File: config.mk
export PLATFORM = sky130hd
export DESIGN_NAME = apb_master_n_flat
export DESIGN_NICKNAME = d
export VERILOG_FILES = /design/src/rtl/apb_master_n_pkg.sv /design/src/rtl/apb_master_n_if.sv /design/src/rtl/apb_master_n_addr_decoder.sv /design/src/rtl/apb_master_n.sv /design/src/flat_wrapper.sv
export SDC_FILE = /design/constraint.sdc
export NUM_CORES = 1
export LEC_CHECK = 0
export ABC_CLOCK_PERIOD_IN_PS = 3250
export CAP_MARGIN = 20
export CORE_AREA = 2 2 150 152
export CTS_BUF_LIST = sky130_fd_sc_hd__clkbuf_2 sky130_fd_sc_hd__clkbuf_4 sky130_fd_sc_hd__clkbuf_8
export DETAILED_ROUTE_END_ITERATION = 8
export DIE_AREA = 0 0 152 154
export DONT_BUFFER_PORTS = 1
export PLACE_DENSITY = 0.41
export SLEW_MARGIN = 10
export SYNTH_ARGS = -nofsm -noshare
export SYNTH_HDL_FRONTEND = slang
export SYNTH_HIERARCHICAL = 1
export SYNTH_SLANG_ARGS = --single-unit
File: constraint.sdc
create_clock -name PCLK -period 3.25 [get_ports PCLK]
set_clock_uncertainty 0.05 [all_clocks]
set_input_delay 0.65 -clock PCLK [delete_from_list [all_inputs] [get_ports PCLK]]
set_output_delay 0.65 -clock PCLK [all_outputs]
set_load 0.02 [all_outputs]
File: src/rtl/apb_master_n_pkg.sv
// apb_pkg: shared FSM state type and default address-map constants for the
// APB bridge master, its decoder, the interconnect and the linker map.
// Ports: none (package).
package apb_pkg;

  typedef enum logic [1:0] {
    IDLE   = 2'd0,
    SETUP  = 2'd1,
    ACCESS = 2'd2
  } apb_state_t;

  localparam logic [31:0] APB_BASE_ADDR = 32'h1000_0000;
  localparam int          APB_SLOT_BITS = 12;

  // Width of a slave index; a single-slave bus still gets a 1-bit index.
  function automatic int idx_width(input int n);
    return (n > 1) ? $clog2(n) : 1;
  endfunction

endpackage

File: src/rtl/apb_master_n_if.sv
// apb_master_n_if: APB3 bus bundle between the bridge master and its slaves.
// Ports: none; signals PADDR/PWRITE/PENABLE/PWDATA/PSTRB/PSEL from master,
//        PRDATA (slave k at [k*DW +: DW]) / PREADY / PSLVERR from slaves.
interface apb_master_n_if #(
  parameter int AW   = 32,
  parameter int DW   = 32,
  parameter int NSLV = 6
);

  logic [AW-1:0]      PADDR;
  logic               PWRITE;
  logic               PENABLE;
  logic [DW-1:0]      PWDATA;
  logic [DW/8-1:0]    PSTRB;
  logic [NSLV-1:0]    PSEL;
  logic [NSLV*DW-1:0] PRDATA;
  logic [NSLV-1:0]    PREADY;
  logic [NSLV-1:0]    PSLVERR;

  modport master (
    output PADDR, PWRITE, PENABLE, PWDATA, PSTRB, PSEL,
    input  PRDATA, PREADY, PSLVERR
  );

  modport slave (
    input  PADDR, PWRITE, PENABLE, PWDATA, PSTRB, PSEL,
    output PRDATA, PREADY, PSLVERR
  );

endinterface

File: src/rtl/apb_master_n_addr_decoder.sv
// apb_addr_decoder: combinational slot decode of a request address.
// Ports: addr (in, AW) -> idx (slot index), hit (slot index < NSLV).
// Addresses below BASE_ADDR wrap to a large offset and therefore miss.
module apb_addr_decoder
  import apb_pkg::*;
#(
  parameter int            AW        = 32,
  parameter int            NSLV      = 6,
  parameter logic [AW-1:0] BASE_ADDR = AW'(APB_BASE_ADDR),
  parameter int            SLOT_BITS = APB_SLOT_BITS
) (
  input  logic [AW-1:0]                addr,
  output logic [idx_width(NSLV)-1:0]   idx,
  output logic                         hit
);

  localparam int            OW        = AW - SLOT_BITS;
  localparam logic [OW-1:0] BASE_SLOT = BASE_ADDR[AW-1:SLOT_BITS];
  localparam logic [OW-1:0] NSLV_W    = OW'(NSLV);

  logic [OW-1:0] off;

  // Unsigned subtraction: modular wrap makes low addresses miss for free.
  assign off = addr[AW-1:SLOT_BITS] - BASE_SLOT;
  assign hit = (off < NSLV_W);
  assign idx = off[idx_width(NSLV)-1:0];

endmodule

File: src/rtl/apb_master_n.sv
// apb_master_n: APB3 bridge master from the core load/store path, NSLV slaves.
// Ports: PCLK/PRESET (async, active-high); apb (master modport of the bus);
//        core side transfer/write/addr/wdata/strb in, ready/rdata/err/busy out.
// Optional PREADY watchdog compiled in with `define APB_MASTER_TIMEOUT_EN.
module apb_master_n
  import apb_pkg::*;
#(
  parameter int            AW        = 32,
  parameter int            DW        = 32,
  parameter int            NSLV      = 6,
  parameter logic [AW-1:0] BASE_ADDR = AW'(APB_BASE_ADDR),
  parameter int            SLOT_BITS = APB_SLOT_BITS,
  parameter int            TIMEOUT   = 255
) (
  input  logic            PCLK,
  input  logic            PRESET,
  apb_master_n_if.master  apb,
  input  logic            transfer,
  input  logic            write,
  input  logic [AW-1:0]   addr,
  input  logic [DW-1:0]   wdata,
  input  logic [DW/8-1:0] strb,
  output logic            ready,
  output logic [DW-1:0]   rdata,
  output logic            err,
  output logic            busy
);

  localparam int IW = idx_width(NSLV);
  localparam int SW = DW / 8;

  apb_state_t      state_q, state_d;
  logic [AW-1:0]   paddr_q;
  logic            pwrite_q;
  logic [DW-1:0]   pwdata_q;
  logic [SW-1:0]   pstrb_q;
  logic [IW-1:0]   idx_q;
  logic            hit_q;

  logic [IW-1:0]   dec_idx;
  logic            dec_hit;
  logic            req_ld;
  logic            sel_rdy;
  logic            done;
  logic            tmo_hit;
  logic            tmo;

  apb_addr_decoder #(
    .AW        (AW),
    .NSLV      (NSLV),
    .BASE_ADDR (BASE_ADDR),
    .SLOT_BITS (SLOT_BITS)
  ) u_dec (
    .addr (addr),
    .idx  (dec_idx),
    .hit  (dec_hit)
  );

`ifdef APB_MASTER_TIMEOUT_EN
  localparam int CW = (TIMEOUT > 255) ? 16 : 8;
  logic [CW-1:0] cnt_q;

  assign tmo = (cnt_q == CW'(TIMEOUT));

  always_ff @(posedge PCLK or posedge PRESET) begin
    if (PRESET) begin
      cnt_q <= '0;
    end else if (state_q == SETUP) begin
      cnt_q <= '0;
    end else if (state_q == ACCESS && !sel_rdy && !tmo) begin
      cnt_q <= cnt_q + 1'b1;
    end
  end
`else
  logic tmo_unused;
  assign tmo_unused = (TIMEOUT != 0);
  assign tmo        = 1'b0;
`endif

  // An unmapped request has no slave to wait on; it completes immediately.
  assign sel_rdy = hit_q ? apb.PREADY[idx_q] : 1'b1;

  always_comb begin
    state_d = state_q;
    req_ld  = 1'b0;
    done    = 1'b0;
    tmo_hit = 1'b0;
    unique case (state_q)
      IDLE: begin
        if (transfer) begin
          req_ld  = 1'b1;
          state_d = SETUP;
        end
      end
      SETUP: state_d = ACCESS;
      ACCESS: begin
        if (sel_rdy) begin
          done = 1'b1;
          if (transfer) begin
            req_ld  = 1'b1;
            state_d = SETUP;
          end else begin
            state_d = IDLE;
          end
        end else if (tmo) begin
          // Forced abort always returns to IDLE; a pending request is retried.
          done    = 1'b1;
          tmo_hit = 1'b1;
          state_d = IDLE;
        end
      end
      default: state_d = IDLE;
    endcase
  end

  always_comb begin
    ready = done;
    err   = done && (!hit_q || tmo_hit || apb.PSLVERR[idx_q]);
    rdata = '0;
    if (done && hit_q && !pwrite_q && !tmo_hit) rdata = apb.PRDATA[idx_q*DW +: DW];
  end

  always_ff @(posedge PCLK or posedge PRESET) begin
    if (PRESET) begin
      state_q  <= IDLE;
      paddr_q  <= '0;
      pwrite_q <= 1'b0;
      pwdata_q <= '0;
      pstrb_q  <= '0;
      idx_q    <= '0;
      hit_q    <= 1'b0;
    end else begin
      state_q <= state_d;
      if (req_ld) begin
        paddr_q  <= addr;
        pwrite_q <= write;
        pwdata_q <= wdata;
        pstrb_q  <= write ? strb : '0;
        idx_q    <= dec_idx;
        hit_q    <= dec_hit;
      end
    end
  end

  // Bus select/enable come from registers only so slaves never see core glitches.
  always_comb begin
    apb.PSEL = '0;
    if (state_q != IDLE && hit_q) apb.PSEL[idx_q] = 1'b1;
  end

  assign apb.PENABLE = (state_q == ACCESS);
  assign apb.PADDR   = paddr_q;
  assign apb.PWRITE  = pwrite_q;
  assign apb.PWDATA  = pwdata_q;
  assign apb.PSTRB   = pstrb_q;
  assign busy        = (state_q != IDLE);

endmodule

File: src/flat_wrapper.sv
// flat-port wrapper written by rule: the top's interface ports become plain ports
module apb_master_n_flat import apb_pkg::*;
#(
  parameter int            AW        = 32,
  parameter int            DW        = 32,
  parameter int            NSLV      = 6,
  parameter logic [AW-1:0] BASE_ADDR = AW'(APB_BASE_ADDR),
  parameter int            SLOT_BITS = APB_SLOT_BITS,
  parameter int            TIMEOUT   = 255
)
  (PCLK, PRESET, transfer, write, addr, wdata, strb, ready, rdata, err, busy, apb_PADDR, apb_PWRITE, apb_PENABLE, apb_PWDATA, apb_PSTRB, apb_PSEL, apb_PRDATA, apb_PREADY, apb_PSLVERR);
  apb_master_n_if #(.AW(AW), .DW(DW), .NSLV(NSLV)) apb_i ();
  input  logic PCLK;
  input  logic PRESET;
  input  logic transfer;
  input  logic write;
  input  logic [AW-1:0] addr;
  input  logic [DW-1:0] wdata;
  input  logic [DW/8-1:0] strb;
  output logic ready;
  output logic [DW-1:0] rdata;
  output logic err;
  output logic busy;
  output wire logic [$bits(apb_i.PADDR)-1:0] apb_PADDR;
  output wire logic [$bits(apb_i.PWRITE)-1:0] apb_PWRITE;
  output wire logic [$bits(apb_i.PENABLE)-1:0] apb_PENABLE;
  output wire logic [$bits(apb_i.PWDATA)-1:0] apb_PWDATA;
  output wire logic [$bits(apb_i.PSTRB)-1:0] apb_PSTRB;
  output wire logic [$bits(apb_i.PSEL)-1:0] apb_PSEL;
  input wire logic [$bits(apb_i.PRDATA)-1:0] apb_PRDATA;
  input wire logic [$bits(apb_i.PREADY)-1:0] apb_PREADY;
  input wire logic [$bits(apb_i.PSLVERR)-1:0] apb_PSLVERR;
  assign apb_PADDR = apb_i.PADDR;
  assign apb_PWRITE = apb_i.PWRITE;
  assign apb_PENABLE = apb_i.PENABLE;
  assign apb_PWDATA = apb_i.PWDATA;
  assign apb_PSTRB = apb_i.PSTRB;
  assign apb_PSEL = apb_i.PSEL;
  assign apb_i.PRDATA = apb_PRDATA;
  assign apb_i.PREADY = apb_PREADY;
  assign apb_i.PSLVERR = apb_PSLVERR;
  apb_master_n #(.AW(AW), .DW(DW), .NSLV(NSLV), .BASE_ADDR(BASE_ADDR), .SLOT_BITS(SLOT_BITS), .TIMEOUT(TIMEOUT)) u_core (.PCLK(PCLK), .PRESET(PRESET), .apb(apb_i), .transfer(transfer), .write(write), .addr(addr), .wdata(wdata), .strb(strb), .ready(ready), .rdata(rdata), .err(err), .busy(busy));
endmodule
==> results by group, run 1 <==
Floorplan
  – IO Count: 387
  – Row count: 54
  – Core ar.: 21690 sq um
  – Initial Util: 0.2044
  – Die X: 152 um
  – Total die area: 23410 sq um
  – DIE HEIGHT: 154 um

Global route
  – Vias in the first global route: 4083
  – Global-route wire length before repair: 27040 um
  – Largest net degree at the start of global routing: 74
  – Global route overflow: 0
  – Antenna violations before repair: 6
  – GRT Util Overall: 0.1573

Synth
  – Most common cell in the netlist: dfrtp_1
  – Mapped Area: 4433 sq um
  – Seq/Total Area, Yosys: 0.4234
  – Cells after Synth: 405
  – Syn Nets: 681
  – Count of flip-flops with a built-in enable after synthesis: 0
  – Synth cell types: 38
  – Yosys warns: 6
  – Top post-synthesis cells by area: dfrtp_1 42%, mux2_2 17%, mux2i_1 8.1%
  – Mapped Avg Cell Area: 10.95 sq um
  – FF+latch count, synth: 75
  – Cell accounting for the most synthesized area: dfrtp_1
  – Post-synth ARST share: 1.000
  – Top cells by count, synth: 75 x dfrtp_1, 66 x mux2_2, 36 x mux2i_1, 32 x o22ai_1
  – Share of the synthesized area in the top cell type: 0.4234
  – Post-synth top flop: dfrtp_1

Status
  – Status: finished clean

Clock network
  – Latest clock arrival within the worst-skew pair: 350 ps
  – H-tree levels: 3
  – Worst-path clk slew: 90 ps
  – CTS tree: built
  – Root Buffer: clkbuf_8
  – Maximum clock path buffer count: 2
  – # clock sinks: 75
  – Hold bufs inserted after CTS: 0
  – Total CTS buffers: 9

Worst setup path
  – Worst Path Buf+Inv: 2
  – R2R setup slack: 670 ps
  – Critical Path Sink Type: output pin
  – Critical Path RT: 2550 ps
  – Worst r2r dst: u_core/apb.PADDR[14]$_DFFE_PP0P_
  – CP top delay family: simple AND/OR/NAND/NOR gates
  – Critical Path Sink: rdata[0]
  – Slowest cell on the critical path: or4b_4
  – CP Launch Point: u_core/idx_q[0]$_DFFE_PP0P_
  – Reg2reg start: u_core/idx_q[0]$_DFFE_PP0P_
  – Slowest stage delay, CP: 600 ps
  – Crit path max fanout: 16
  – Worst Setup Start Kind: flop
  – Crit path arrival time: 2400 ps
  – Worst setup path category: reg2out
  – WP depth: 6
  – Reg2Reg Depth: 6
  – Worst path cell trace: mux2_2 > a222oi_1 > or4b_4 > clkbuf_16 > nor3_1 > buf_4

Timing
  – RSZ-0062 raised after global routing: no
  – Fmax achieved: 323.1 MHz
  – Final WS setup: 154.7 ps
  – Slew HR: 0.3456
  – Final worst-path cycle share: 0.9524
  – Setup_tns: 0 ps
  – Fin. Hold Viols: 0
  – Min Tclk post-route: 3095 ps
  – Slew Viols, Final: 0
  – Slew @ Worst Pin: 981.6 ps
  – Number of setup violations in the final report: 0

Route
  – WL/cell: 27.13 um
  – Vias post-DR: 3690
  – Post-Route WL: 19670 um
  – Vias/cell: 5.090
  – Routed Antenna Nets: 0
  – Initial DRC count: 172
  – Detailed Routing Iterations Pass 1: 4
  – Post-route DRC violation count: 0

Finish
  – Fillcell total: 2288
  – Nets@finish: 711
  – Fin util: 0.2493
  – Share of layout cells above drive strength 1: 0.4023
  – Syn-to-layout area delta: 21.96%

Pwr
  – Maximum VDD drop: 279.1 uV
  – Pwr Density: 528.3 nW/um^2
  – Pleak: 0.002118 uW
  – Pwr Total: 2856 uW

Placement
  – Gpl congestion: 1.010
  – Post-DP HPWL: 15620 um
  – Port bufs: 0
  – Place WS: 28.50 ps

Min path
  – Worst Hold Class: in2async

Job
  – Max-Cap Viols: 0
[worst min-delay path by stage]
stage	cells past startpoint	endpoint
global route	1	u_core/apb.PWDATA[20]$_DFFE_PP0P_
floorplan	1	u_core/state_q[1]$_DFFE_PP0P_
detailed placement	1	u_core/state_q[1]$_DFFE_PP0P_
finish	1	u_core/apb.PWDATA[20]$_DFFE_PP0P_
global placement	1	u_core/state_q[1]$_DFFE_PP0P_
CTS	1	u_core/apb.PWDATA[20]$_DFFE_PP0P_
[flip-flops by register name (all words and copies together), names as in the netlist]
name / cells
u_core/apb.PADDR: 32
u_core/apb.PWRITE: 1
u_core/idx_q: 3
u_core/hit_q: 1
u_core/apb.PSTRB: 4
u_core/state_q: 2
u_core/apb.PWDATA: 32
[logic make-up (layout without fill, tap and decap cells)]
family	Yosys count	in the layout	synth area share
DFF	75	75	0.4234
buffers and inverters	51	86	0.06097
muxes	108	108	0.2676
other	0	5	0
AOI/OAI and AO/OA	105	105	0.1640
and+or+nand+nor	66	66	0.08411
[cell type report]
| class | count | area (sq um) | share of cell area |
|---|---|---|---|
| clock buffers | 9 | 123.9 | 0.02291 |
| diodes | 5 | 12.51 | 0.002314 |
| multi-input cells | 279 | 2380 | 0.4402 |
| flip-flops and latches | 75 | 1881 | 0.3478 |
| clock inverters | 7 | 105.1 | 0.01944 |
| well taps | 280 | 350.3 | 0.06480 |
| inverters | 9 | 33.78 | 0.006249 |
| repair buffers | 61 | 520.5 | 0.09627 |
[layer usage]
layer / share of wire / global-route usage / vias up / routed length [um]
met2: 0.52 / 0.2793 / 271 / 10180
met5: 0.00066 / 0 / - / 13
met1: 0.33 / 0.1560 / 1758 / 6551
met3: 0.10 / 0.06454 / 37 / 2051
li1: - / - / 1622 / -
met4: 0.044 / 0.08767 / 2 / 873
[metrics by stage]
| step | instances | hold WS, ps | cell area [sq um] |
|---|---|---|---|
| floorplan | 405 | 419.4 | 4433 |
| global placement | 699 | 444.3 | 4994 |
| detailed placement | 699 | 451.7 | 4994 |
| CTS | 718 | 227.4 | 5290 |
| global route | 725 | 235.9 | 5406 |
| finish | 725 | 218.5 | 5406 |
[what timing repair did]
item                       4_1_cts  5_1_grt
pin swaps                        1        0
setup buffers                    3        1
gates resized for setup         11       16
setup endpoints to repair       32       32
cloned                           0        1
[power by group]
part,internal [uW],switching (uW),leakage (uW),total [uW]
sequential,1070,272,0.000883,1340
clock,446,397,0.000113,843
combinational,312,363,0.00112,675
total,1820,1030,0.00212,2860
[placed cells by master, fill, tap and decap left out, types with 4 or more instances in the layout]
master and instances:
dfrtp_1 72, mux2_2 66, buf_4 55, mux2i_1 36
o22ai_1 32, o21ai_0 31, o221ai_1 31, nor3_2 15
nor3_1 15, nand2_1 10, clkbuf_8 9, inv_1 8
diode_2 5, mux2_4 4, nor2_1 4
Note: power is estimated with default switching activity, not from simulation.
==> run 2: changes to the inputs <==
==> constraint.sdc (replaced) <==
create_clock -name PCLK -period 3.25 [get_ports PCLK]
set_clock_uncertainty 0.05 [all_clocks]
set_input_delay 0.65 -clock PCLK [delete_from_list [all_inputs] [get_ports PCLK]]
set_output_delay 0.65 -clock PCLK [all_outputs]
set_load 0.01 [all_outputs]
==> results by group, run 2 (synthesized netlist as in run 1, its figures left out) <==
Worst setup path
  – Worst setup path category: reg2out
  – Worst Setup Start Kind: flop
  – R2R setup slack: 650 ps (-20 ps)
  – Slowest stage delay, CP: 450 ps (-150 ps)
  – Crit path arrival time: 2390 ps (about the same)
  – Worst path cell trace: buf_4 > buf_6 > mux2i_1 > o21ai_0 > o221ai_1 > nor3_1 > buf_4
  – Reg2Reg Depth: 6 (unchanged)
  – Slowest cell on the critical path: dfrtp_2
  – CP top delay family: buffers and inverters
  – WP depth: 7 (+1)
  – Critical Path RT: 2550 ps (about the same)
  – Most used cell, CP: buf_4
  – Crit path max fanout: 26 (+10)
  – Worst Path Buf+Inv: 3 (+1)
  – Critical Path Sink Type: output pin

Clock network
  – # clock sinks: 75 (unchanged)
  – Total CTS buffers: 9 (unchanged)
  – Worst-path clk slew: 90 ps (about the same)
  – CTS tree: built
  – Latest clock arrival within the worst-skew pair: 350 ps (about the same)
  – H-tree levels: 3 (unchanged)
  – Hold bufs inserted after CTS: 0 (unchanged)
  – Maximum clock path buffer count: 2 (unchanged)
  – Root Buffer: clkbuf_8

Timing
  – Slew @ Worst Pin: 972.4 ps (-9.134 ps)
  – Slew Viols, Final: 0 (unchanged)
  – Fmax achieved: 323.8 MHz (+0.22%)
  – RSZ-0062 raised after global routing: no
  – Final worst-path cycle share: 0.9503 (-0.002123)
  – Fin. Hold Viols: 0 (unchanged)
  – Min Tclk post-route: 3088 ps (-6.901 ps)
  – Fin Hold WS: 235.3 ps (+16.85 ps)
  – Slew HR: 0.3517 (+0.006089)
  – Number of setup violations in the final report: 0 (unchanged)

Finish
  – Final Non-Filler Cells: 718 (-0.97%)
  – Syn-to-layout area delta: 20.24%
  – Fillcell total: 2287 (-0.044%)
  – Design area: 5330 sq um (-1.4%)
  – Nets@finish: 706 (-0.70%)
  – Share of layout cells above drive strength 1: 0.3931 (-0.009169)
  – Most frequent cells in the layout: 73 x dfrtp_1, 66 x mux2_2, 51 x buf_4
  – Most common cell after layout, fill and taps aside: dfrtp_1
  – Fin util: 0.2458 (-0.003519)

Pwr
  – Pwr Density: 496.6 nW/um^2 (-6.0%)
  – NetSw: 907.1 uW (-12%)
  – Switching Fraction: 0.3427 (-0.01853)
  – Pwr Total: 2647 uW (-7.3%)
  – Pleak: 0.002075 uW (-2.0%)
  – Internal power: 1740 uW (-4.6%)
  – Logic pwr share: 0.250 (+0.014)
  – Reg power frac: 0.467 (about the same)
  – Maximum VDD drop: 292.7 uV (+4.9%)
  – Clock Power Share: 0.283 (-0.012)

Placement
  – Gpl congestion: 1.003 (-0.71%)
  – Placed instance count: 696 (-0.43%)
  – Placed instance area: 4971 sq um (-0.45%)
  – Port bufs: 0 (unchanged)
  – Post-DP HPWL: 15780 um (+0.99%)

Route
  – Routed Antenna Nets: 0 (unchanged)
  – Post-Route WL: 19530 um (-0.70%)
  – WL/cell: 27.20 um (+0.27%)
  – Initial DRC count: 187 (+8.7%)
  – Detailed Routing Iterations Pass 1: 4 (unchanged)
  – Vias/cell: 5.057 (-0.64%)
  – Post-route DRC violation count: 0 (unchanged)
  – Vias post-DR: 3631 (-1.6%)

Global route
  – Global-route wire length before repair: 26960 um (-0.31%)
  – Global route overflow: 0 (unchanged)
  – Largest net degree at the start of global routing: 74 (unchanged)
  – Vias in the first global route: 3964 (-2.9%)
  – GRT Util Overall: 0.1564 (-0.0008776)
  – Antenna violations before repair: 4 (-2)

Floorplan
  – Row count: 54 (unchanged)
  – DIE HEIGHT: 154 um (unchanged)
  – Die X: 152 um (unchanged)
  – IO Count: 387 (unchanged)
  – Initial Util: 0.2044 (unchanged)
  – Core ar.: 21690 sq um (unchanged)
  – Total die area: 23410 sq um (unchanged)

Min path
  – Worst Hold Class: in2async

Job
  – Max-Cap Viols: 0 (unchanged)

Status
  – Status: finished clean
## run 2: path summary, 6_finish.rpt
kind,start,endpoint
max,u_core/idx_q[0]$_DFFE_PP0P_,rdata[19]
min,PRESET,u_core/apb.PWDATA[28]$_DFFE_PP0P_
max reg2reg,u_core/idx_q[0]$_DFFE_PP0P_,u_core/apb.PADDR[14]$_DFFE_PP0P_
min reg2reg,u_core/state_q[0]$_DFFE_PP0P_,u_core/state_q[1]$_DFFE_PP0P_
max in group asynchronous,PRESET,u_core/apb.PADDR[26]$_DFFE_PP0P_
min in group PCLK,write,u_core/apb.PSTRB[2]$_DFFE_PP0P_
## run 2: repair_timing
action / in CTS / in global routing
setup buffers: 0 / 2
setup endpoints to repair: 32 / 31
gates cloned: 0 / 1
resized for setup: 6 / 18
## run 2: power groups by stage
stage	combinational, uW	clock, uW	sequential [uW]
final	661	749	1240
after global routing	721	832	1260
after CTS	651	793	1240
after detailed placement	650	0	1260
after global placement	630	0	1260
after floorplan	499	0	1210
## run 2: cell type report
type                    count  area (sq um)  share of cell area
diodes                      3         7.507            0.001408
clock buffers               9         123.9             0.02324
inverters                   9         33.78            0.006338
multi-input cells         279          2374              0.4453
repair buffers             56         479.2             0.08991
clock inverters             7         82.58             0.01549
flip-flops and latches     75          1879              0.3526
well taps                 280         350.3             0.06573
## run 2: metrics by stage
| step | worst slack (ps) | TNS, ps |
|---|---|---|
| CTS | -4.293 | -8.261 |
| detailed placement | 243.9 | 0 |
| global placement | 286.8 | 0 |
| global route | 32.05 | 0 |
| floorplan | 352.1 | 0 |
| finish | 161.6 | 0 |
## run 2: per-layer routing
metal | share of wire | track usage | vias up | wire length (um)
li1 | - | - | 1609 | -
met1 | 0.33 | 0.1576 | 1717 | 6398
met2 | 0.52 | 0.2842 | 278 | 10220
met3 | 0.12 | 0.06172 | 27 | 2258
met4 | 0.034 | 0.07121 | 0 | 658
met5 | 0 | 0 | - | 0
## run 2: worst register-to-register path, cell delays in order, from the launching register on
cell	delay [ps]
dfrtp_2	450
mux2_2	360
a222oi_1	410
buf_4	210
a31oi_4	80
buf_4	380
mux2_1	530
==> run 3: changes to the inputs <==
--- a/config.mk
+++ b/config.mk
@@ -13,7 +13,7 @@
 export DIE_AREA = 0 0 152 154
 export DONT_BUFFER_PORTS = 1
 export PLACE_DENSITY = 0.41
-export SLEW_MARGIN = 10
+export SLEW_MARGIN = 20
 export SYNTH_ARGS = -nofsm -noshare
 export SYNTH_HDL_FRONTEND = slang
 export SYNTH_HIERARCHICAL = 1
==> results of run 3 <==
No change in the layout: final DEF, timing and power equal those of run 2.
